===== src/rtl/dp_mem_bist_if.sv =====
// Request/response bus between the BIST initiator (master) and a dual-port memory (slave).
// The write and read ports share one request qualifier; read data returns on mem_ready.
interface dp_mem_bist_if #(
  parameter int DATA_SIZE  = 32,
  parameter int ADDR_WIDTH = 4
);
  logic                  mem_valid;
  logic                  mem_we;
  logic                  mem_re;
  logic [ADDR_WIDTH-1:0] mem_w_addr;
  logic [DATA_SIZE-1:0]  mem_w_data;
  logic [ADDR_WIDTH-1:0] mem_r_addr;
  logic [DATA_SIZE-1:0]  mem_r_data;
  logic                  mem_ready;

  modport master (
    output mem_valid, mem_we, mem_re, mem_w_addr, mem_w_data, mem_r_addr,
    input  mem_r_data, mem_ready
  );

  modport slave (
    input  mem_valid, mem_we, mem_re, mem_w_addr, mem_w_data, mem_r_addr,
    output mem_r_data, mem_ready
  );
endinterface


===== src/rtl/dp_mem_bist.sv =====
// March BIST for a dual-port memory: write A, verify A, write ~A, verify ~A.
// All outputs are registered and computed from the next state, so idle buses hold their last values.
module dp_mem_bist #(
  parameter int                   DATA_SIZE  = 32,
  parameter int                   ADDR_WIDTH = 4,
  parameter logic [DATA_SIZE-1:0] PATTERN    = DATA_SIZE'(32'hA5A5_0000),
  parameter int                   TIMEOUT    = 8,
  parameter int                   ERR_W      = 8
) (
  input  logic                  clk,
  input  logic                  rst,
  input  logic                  start,
  output logic                  busy,
  output logic                  done,
  output logic                  pass,
  output logic [ERR_W-1:0]      err_count,
  output logic [ADDR_WIDTH-1:0] fail_addr,
  output logic [DATA_SIZE-1:0]  fail_data,
  dp_mem_bist_if.master         mem
);

  typedef enum logic [2:0] {
    S_IDLE,
    S_WR_A,
    S_RD_ISSUE_A,
    S_RD_WAIT_A,
    S_WR_B,
    S_RD_ISSUE_B,
    S_RD_WAIT_B,
    S_DONE
  } state_t;

  localparam int                    TW       = $clog2(TIMEOUT + 1);
  localparam logic [TW-1:0]         T_LAST   = TW'(TIMEOUT - 1);
  localparam logic [ADDR_WIDTH-1:0] ADDR_MAX = '1;
  localparam logic [ERR_W-1:0]      ERR_MAX  = '1;

  function automatic logic [DATA_SIZE-1:0] pattern_of(input logic [ADDR_WIDTH-1:0] a,
                                                      input logic                  inv);
    logic [DATA_SIZE-1:0] p;
    p = PATTERN ^ DATA_SIZE'(a);
    return inv ? ~p : p;
  endfunction

  state_t                state, state_d;
  logic [ADDR_WIDTH-1:0] addr, addr_d;
  logic [TW-1:0]         tcnt, tcnt_d;
  logic [ERR_W-1:0]      err_d;
  logic [ADDR_WIDTH-1:0] fail_addr_d;
  logic [DATA_SIZE-1:0]  fail_data_d;
  logic                  busy_d, done_d, pass_d;
  logic                  valid_d, we_d, re_d;
  logic [ADDR_WIDTH-1:0] w_addr_d, r_addr_d;
  logic [DATA_SIZE-1:0]  w_data_d;
  logic                  phase_b;
  logic                  rd_done, rd_err;
  logic [DATA_SIZE-1:0]  rd_data;

  assign phase_b = (state == S_WR_B) || (state == S_RD_ISSUE_B) || (state == S_RD_WAIT_B);

  // NOTE: every signal written here gets a default first, so no path leaves a latch behind.
  always_comb begin
    state_d     = state;
    addr_d      = addr;
    tcnt_d      = tcnt;
    err_d       = err_count;
    fail_addr_d = fail_addr;
    fail_data_d = fail_data;
    rd_done     = 1'b0;
    rd_err      = 1'b0;
    rd_data     = '0;

    case (state)
      S_IDLE, S_DONE: begin
        if (start) begin
          err_d       = '0;
          fail_addr_d = '0;
          fail_data_d = '0;
          addr_d      = '0;
          state_d     = S_WR_A;
        end
      end

      S_WR_A, S_WR_B: begin
        addr_d = addr + 1'b1;
        if (addr == ADDR_MAX) state_d = phase_b ? S_RD_ISSUE_B : S_RD_ISSUE_A;
      end

      S_RD_ISSUE_A, S_RD_ISSUE_B: begin
        tcnt_d  = '0;
        state_d = phase_b ? S_RD_WAIT_B : S_RD_WAIT_A;
      end

      S_RD_WAIT_A, S_RD_WAIT_B: begin
        tcnt_d = tcnt + 1'b1;
        // A late mem_ready on the last waiting cycle still counts as a response.
        if (mem.mem_ready) begin
          rd_done = 1'b1;
          rd_data = mem.mem_r_data;
          rd_err  = (mem.mem_r_data != pattern_of(addr, phase_b));
        end else if (tcnt == T_LAST) begin
          rd_done = 1'b1;
          rd_err  = 1'b1;
        end

        if (rd_done) begin
          if (rd_err) begin
            if (err_count == '0) begin
              fail_addr_d = addr;
              fail_data_d = rd_data;
            end
            if (err_count != ERR_MAX) err_d = err_count + 1'b1;
          end
          addr_d = addr + 1'b1;
          if (addr == ADDR_MAX) state_d = phase_b ? S_DONE : S_WR_B;
          else                  state_d = phase_b ? S_RD_ISSUE_B : S_RD_ISSUE_A;
        end
      end

      default: state_d = S_IDLE;
    endcase

    // Registered outputs are derived from where the FSM is heading next.
    valid_d  = (state_d == S_WR_A) || (state_d == S_WR_B) ||
               (state_d == S_RD_ISSUE_A) || (state_d == S_RD_ISSUE_B);
    we_d     = (state_d == S_WR_A) || (state_d == S_WR_B);
    re_d     = (state_d == S_RD_ISSUE_A) || (state_d == S_RD_ISSUE_B);
    w_addr_d = we_d ? addr_d : mem.mem_w_addr;
    w_data_d = we_d ? pattern_of(addr_d, state_d == S_WR_B) : mem.mem_w_data;
    r_addr_d = re_d ? addr_d : mem.mem_r_addr;
    busy_d   = (state_d != S_IDLE) && (state_d != S_DONE);
    done_d   = (state_d == S_DONE);
    pass_d   = done_d && (err_d == '0);
  end

  // NOTE: sequential state uses non-blocking assignments so every register samples pre-edge values.
  always_ff @(posedge clk or posedge rst) begin
    if (rst) begin
      state          <= S_IDLE;
      addr           <= '0;
      tcnt           <= '0;
      err_count      <= '0;
      fail_addr      <= '0;
      fail_data      <= '0;
      busy           <= 1'b0;
      done           <= 1'b0;
      pass           <= 1'b0;
      mem.mem_valid  <= 1'b0;
      mem.mem_we     <= 1'b0;
      mem.mem_re     <= 1'b0;
      mem.mem_w_addr <= '0;
      mem.mem_w_data <= '0;
      mem.mem_r_addr <= '0;
    end else begin
      state          <= state_d;
      addr           <= addr_d;
      tcnt           <= tcnt_d;
      err_count      <= err_d;
      fail_addr      <= fail_addr_d;
      fail_data      <= fail_data_d;
      busy           <= busy_d;
      done           <= done_d;
      pass           <= pass_d;
      mem.mem_valid  <= valid_d;
      mem.mem_we     <= we_d;
      mem.mem_re     <= re_d;
      mem.mem_w_addr <= w_addr_d;
      mem.mem_w_data <= w_data_d;
      mem.mem_r_addr <= r_addr_d;
    end
  end

endmodule


===== src/flat_wrapper.sv =====
// flat-port wrapper written by rule: the top's interface ports become plain ports
module dp_mem_bist_flat 
#(
  parameter int                   DATA_SIZE  = 32,
  parameter int                   ADDR_WIDTH = 4,
  parameter logic [DATA_SIZE-1:0] PATTERN    = DATA_SIZE'(32'hA5A5_0000),
  parameter int                   TIMEOUT    = 8,
  parameter int                   ERR_W      = 8
)
  (clk, rst, start, busy, done, pass, err_count, fail_addr, fail_data, mem_mem_valid, mem_mem_we, mem_mem_re, mem_mem_w_addr, mem_mem_w_data, mem_mem_r_addr, mem_mem_r_data, mem_mem_ready);
  dp_mem_bist_if #(.DATA_SIZE(DATA_SIZE), .ADDR_WIDTH(ADDR_WIDTH)) mem_i ();
  input  logic clk;
  input  logic rst;
  input  logic start;
  output logic busy;
  output logic done;
  output logic pass;
  output logic [ERR_W-1:0] err_count;
  output logic [ADDR_WIDTH-1:0] fail_addr;
  output logic [DATA_SIZE-1:0] fail_data;
  output wire logic [$bits(mem_i.mem_valid)-1:0] mem_mem_valid;
  output wire logic [$bits(mem_i.mem_we)-1:0] mem_mem_we;
  output wire logic [$bits(mem_i.mem_re)-1:0] mem_mem_re;
  output wire logic [$bits(mem_i.mem_w_addr)-1:0] mem_mem_w_addr;
  output wire logic [$bits(mem_i.mem_w_data)-1:0] mem_mem_w_data;
  output wire logic [$bits(mem_i.mem_r_addr)-1:0] mem_mem_r_addr;
  input wire logic [$bits(mem_i.mem_r_data)-1:0] mem_mem_r_data;
  input wire logic [$bits(mem_i.mem_ready)-1:0] mem_mem_ready;
  assign mem_mem_valid = mem_i.mem_valid;
  assign mem_mem_we = mem_i.mem_we;
  assign mem_mem_re = mem_i.mem_re;
  assign mem_mem_w_addr = mem_i.mem_w_addr;
  assign mem_mem_w_data = mem_i.mem_w_data;
  assign mem_mem_r_addr = mem_i.mem_r_addr;
  assign mem_i.mem_r_data = mem_mem_r_data;
  assign mem_i.mem_ready = mem_mem_ready;
  dp_mem_bist #(.DATA_SIZE(DATA_SIZE), .ADDR_WIDTH(ADDR_WIDTH), .PATTERN(PATTERN), .TIMEOUT(TIMEOUT), .ERR_W(ERR_W)) u_core (.clk(clk), .rst(rst), .start(start), .busy(busy), .done(done), .pass(pass), .err_count(err_count), .fail_addr(fail_addr), .fail_data(fail_data), .mem(mem_i));
endmodule

===== config.mk =====
export PLATFORM = sky130hd
export DESIGN_NAME = dp_mem_bist_flat
export DESIGN_NICKNAME = d
export VERILOG_FILES = /design/src/rtl/dp_mem_bist_if.sv /design/src/rtl/dp_mem_bist.sv /design/src/flat_wrapper.sv
export SDC_FILE = /design/constraint.sdc
export NUM_CORES = 1
export LEC_CHECK = 0
export ABC_AREA = 1
export CORE_ASPECT_RATIO = 1.75
export CORE_UTILIZATION = 45
export CTS_BUF_LIST = sky130_fd_sc_hd__clkbuf_16
export CTS_CLUSTER_DIAMETER = 40
export DETAILED_ROUTE_END_ITERATION = 8
export PLACE_DENSITY_LB_ADDON = 0.05
export SYNTH_ARGS = -nofsm -noshare
export SYNTH_HDL_FRONTEND = slang
export SYNTH_SLANG_ARGS = --single-unit

===== constraint.sdc =====
create_clock -name clk -period 3.1 [get_ports clk]
set_input_delay 0.62 -clock clk [delete_from_list [all_inputs] [get_ports clk]]
set_output_delay 0.62 -clock clk [all_outputs]
set_load 0.05 [all_outputs]

==> results.py <==
metrics = {
    "min_path": {
        "min_path_cells": 2,
        "hold_class": "flip-flop to flip-flop",
        "hold_path_end": "u_core.mem.mem_w_addr[0]",
        "hp-start": "u_core.mem.mem_w_addr[0]",
    },
    "clock_network": {
        "cts_tree": "yes",
        "ctsResizeCount": 0,
        "post-cts-setup-buffers": 0,
        "cts_hold_buf": 0,
        "clk_pin_slew_ns": 0.06,
        "clock_latency_ns": 0.34,
        "clock-sinks": 75,
        "htree_levels": 3,
        "cts_buffers": 9,
        "cts_root_buf": "clkbuf_16",
        "clock_path_buffers": 2,
    },
    "finish": {
        "final_cell_area_sq_um": 5640,
        "final_layout_size_suffix_gt1_share_pct": 7.19,
        "area_growth_pct": 35.5,
        "multiInputGateArea_sq_um": 1770,
        "antennaDiodeCount": 0,
        "final_common_cell": "nand2_1",
        "mostFrequentLayoutCells": "nand2_1 (135), clkdlybuf4s50_1 (125), dfrtp_1 (75), nand3_1 (63), inv_1 (57)",
        "fin_cells": 760,
        "layout.nets": 676,
        "regArea_sq_um": 1880,
        "nFillCells": 810,
    },
    "setup_path": {
        "r2r_start": "u_core.state[1]",
        "cp_top_family": "buffers and inverters",
        "crit_required_ns": 3.29,
        "worst-r2r-cell-count": 13,
        "crit_path_end_kind": "flip-flop",
        "start_kind": "input pin",
        "path_cells": "clkdlybuf4s50_1, inv_1, nand2_1, nand2_1, nand2_1, nor2_1, nand3_1, nand2_1, nand2_2, nand2_2, o21ai_1, nand2_2, buf_4, o21ai_0",
        "crit_top_cell": "nand2_1",
        "r2r-end": "u_core.fail_data[2]",
        "crit_path_max_fanout": 72,
        "crit_buf_inv": 3,
        "r2r_slack_ns": 0.67,
        "critPathMaxStageDelay_ns": 0.48,
        "critPathKind": "input pin to flip-flop",
        "cp_slowest_cell": "clkdlybuf4s50_1",
        "arrival_ns": 2.79,
    },
    "global_routing": {
        "grt_util_all_layers_pct": 23.0,
        "grt_pass1_wl_um": 17100,
        "antenna_found_initial": 0,
        "gr-total-overflow": 0,
        "grt_max_degree": 73,
        "first_global_vias": 3746,
    },
    "place": {
        "dpl.hpwl_um": 7710,
        "place_ws_ns": 0.157,
        "place_inst": 744,
        "placed_area_sq_um": 5330,
        "port_buffers": 125,
        "place_congestion": 0.829,
    },
    "die": {
        "die-area_sq_um": 9650,
        "die_h_um": 129,
        "ioPinCount": 126,
        "die_x_um": 74.7,
        "rows": 46,
        "core_area_sq_um": 9040,
        "start_util_pct": 46.0,
    },
    "logic_synthesis": {
        "ys_seq_area_share_pct": 45.1,
        "synth_edf_count": 0,
        "synthCells": 539,
        "syn_area_per_cell_sq_um": 7.72,
        "ys_ff_latch": 75,
        "yosysWarnings": 0,
        "ys.flop_type": "dfrtp_1",
        "synth.largest_area_cell": "dfrtp_1",
        "async_reset_ff_share_pct": 100,
        "syn_nets": 580,
        "synth_top_area_share_pct": 45.1,
        "yosys-top-cells-area": "dfrtp_1 (45%), nand2_1 (12%), nand3_1 (7.6%)",
        "synth_cell_type_count": 34,
        "synthesis.area_sq_um": 4160,
    },
    "route": {
        "firstDrtPassIters": 5,
        "drcViolationCount": 0,
        "viasPerCell": 5.04,
        "drt_iter0_markers": 201,
        "ant_nets": 0,
        "wl_per_cell_um": 13.7,
        "num_vias": 3831,
        "wl_um": 10400,
    },
    "sta": {
        "setup_viol": 0,
        "fin_crit_ns": 2.60,
        "hold_viol_final": 0,
        "tightest_slew_ns": 0.601,
        "skew_ns": 0.00710,
        "max_freq_mhz": 384,
        "layout_setup_ws_ns": 0.497,
        "drv_slew": 0,
        "fin_crit_sh_pct": 84.0,
        "rsz0062_at_grt": "false",
        "max_slew_margin_pct": 59.9,
        "setup_tns_ns": 0,
    },
    "outcome": {
        "status": "finished, final reports clean",
    },
    "job": {
        "drv_cap": 0,
    },
}
flip-flops by register name, indices dropped and copies added (netlist names):
name,cells
u_core.addr,4
u_core.busy,1
u_core.done,1
u_core.err_count,8
u_core.fail_addr,4
u_core.fail_data,32
u_core.mem.mem_r_addr,4
u_core.mem.mem_re,1
u_core.mem.mem_valid,1
u_core.mem.mem_w_addr,4
u_core.mem.mem_w_data,6
u_core.mem.mem_we,1
u_core.pass,1
u_core.state,3
u_core.tcnt,4
per-stage QoR:
step	hold WS, ns	utilization (%)
2_1_floorplan	0.470	-
5_1_grt	0.505	62.4
3_5_place_dp	0.462	58.9
4_1_cts	0.478	62.4
3_3_place_gp	0.466	58.9
6_report	0.472	62.4
worst min-delay path: stages, from the launching register on:
cell,delay [ns]
dfrtp_1,0.34
nand2_1,0.05
nand2_1,0.05
worst max path at each step:
| stage | slack [ns] | to | start | depth (start not counted) |
|---|---|---|---|---|
| 2_1_floorplan | 0.57 | u_core.addr[0] | rst | 1 |
| 3_3_place_gp | 0.23 | u_core.fail_addr[1] | mem_mem_r_data[31] | 14 |
| 3_5_place_dp | 0.16 | u_core.fail_data[2] | mem_mem_r_data[2] | 14 |
| 4_1_cts | 0.50 | u_core.fail_data[19] | mem_mem_r_data[2] | 15 |
| 5_1_grt | 0.24 | u_core.fail_data[21] | mem_mem_r_data[27] | 13 |
| 6_report | 0.50 | u_core.fail_data[2] | mem_mem_r_data[2] | 14 |
metal layers:
metal | vias to the layer above | global-route usage [%] | routed length [um]
li1 | 1904 | - | -
met1 | 1788 | 26.6 | 4260
met2 | 127 | 41.7 | 5510
met3 | 12 | 3.19 | 468
met4 | 0 | 8.99 | 178
met5 | - | 0 | 0
cell usage after synthesis (5+ instances only):
cell / number
nor2_1: 42
o21ai_0: 40
ha_1: 5
inv_2: 7
buf_4: 27
a21oi_1: 11
xor2_1: 5
dfrtp_1: 75
o21ai_1: 8
nand2_2: 9
buf_2: 9
nand3_1: 63
nand4_1: 7
clkbuf_1: 8
nand2_1: 135
inv_1: 57
layout make-up:
cell class,instances,share of cell area (%)
Clock inverter,7,1.49
Timing Repair Buffer,129,23.0
Tap cell,120,2.66
Clock buffer,9,4.00
Sequential cell,75,33.3
Multi-Input combinational cell,356,31.3
Inverter,64,4.26
cell families after synthesis:
kind of cell	Yosys count	synth area share, %
flops	75	45.1
fa+ha+maj	5	1.50
compound gates	74	10.8
xor+xnor	6	1.26
simple gates	271	28.8
buf+inv	108	12.5
Power is left out: the tool's default activity adds up to more than one toggle a clock period on the data nets, which glitch-free logic cannot reach.
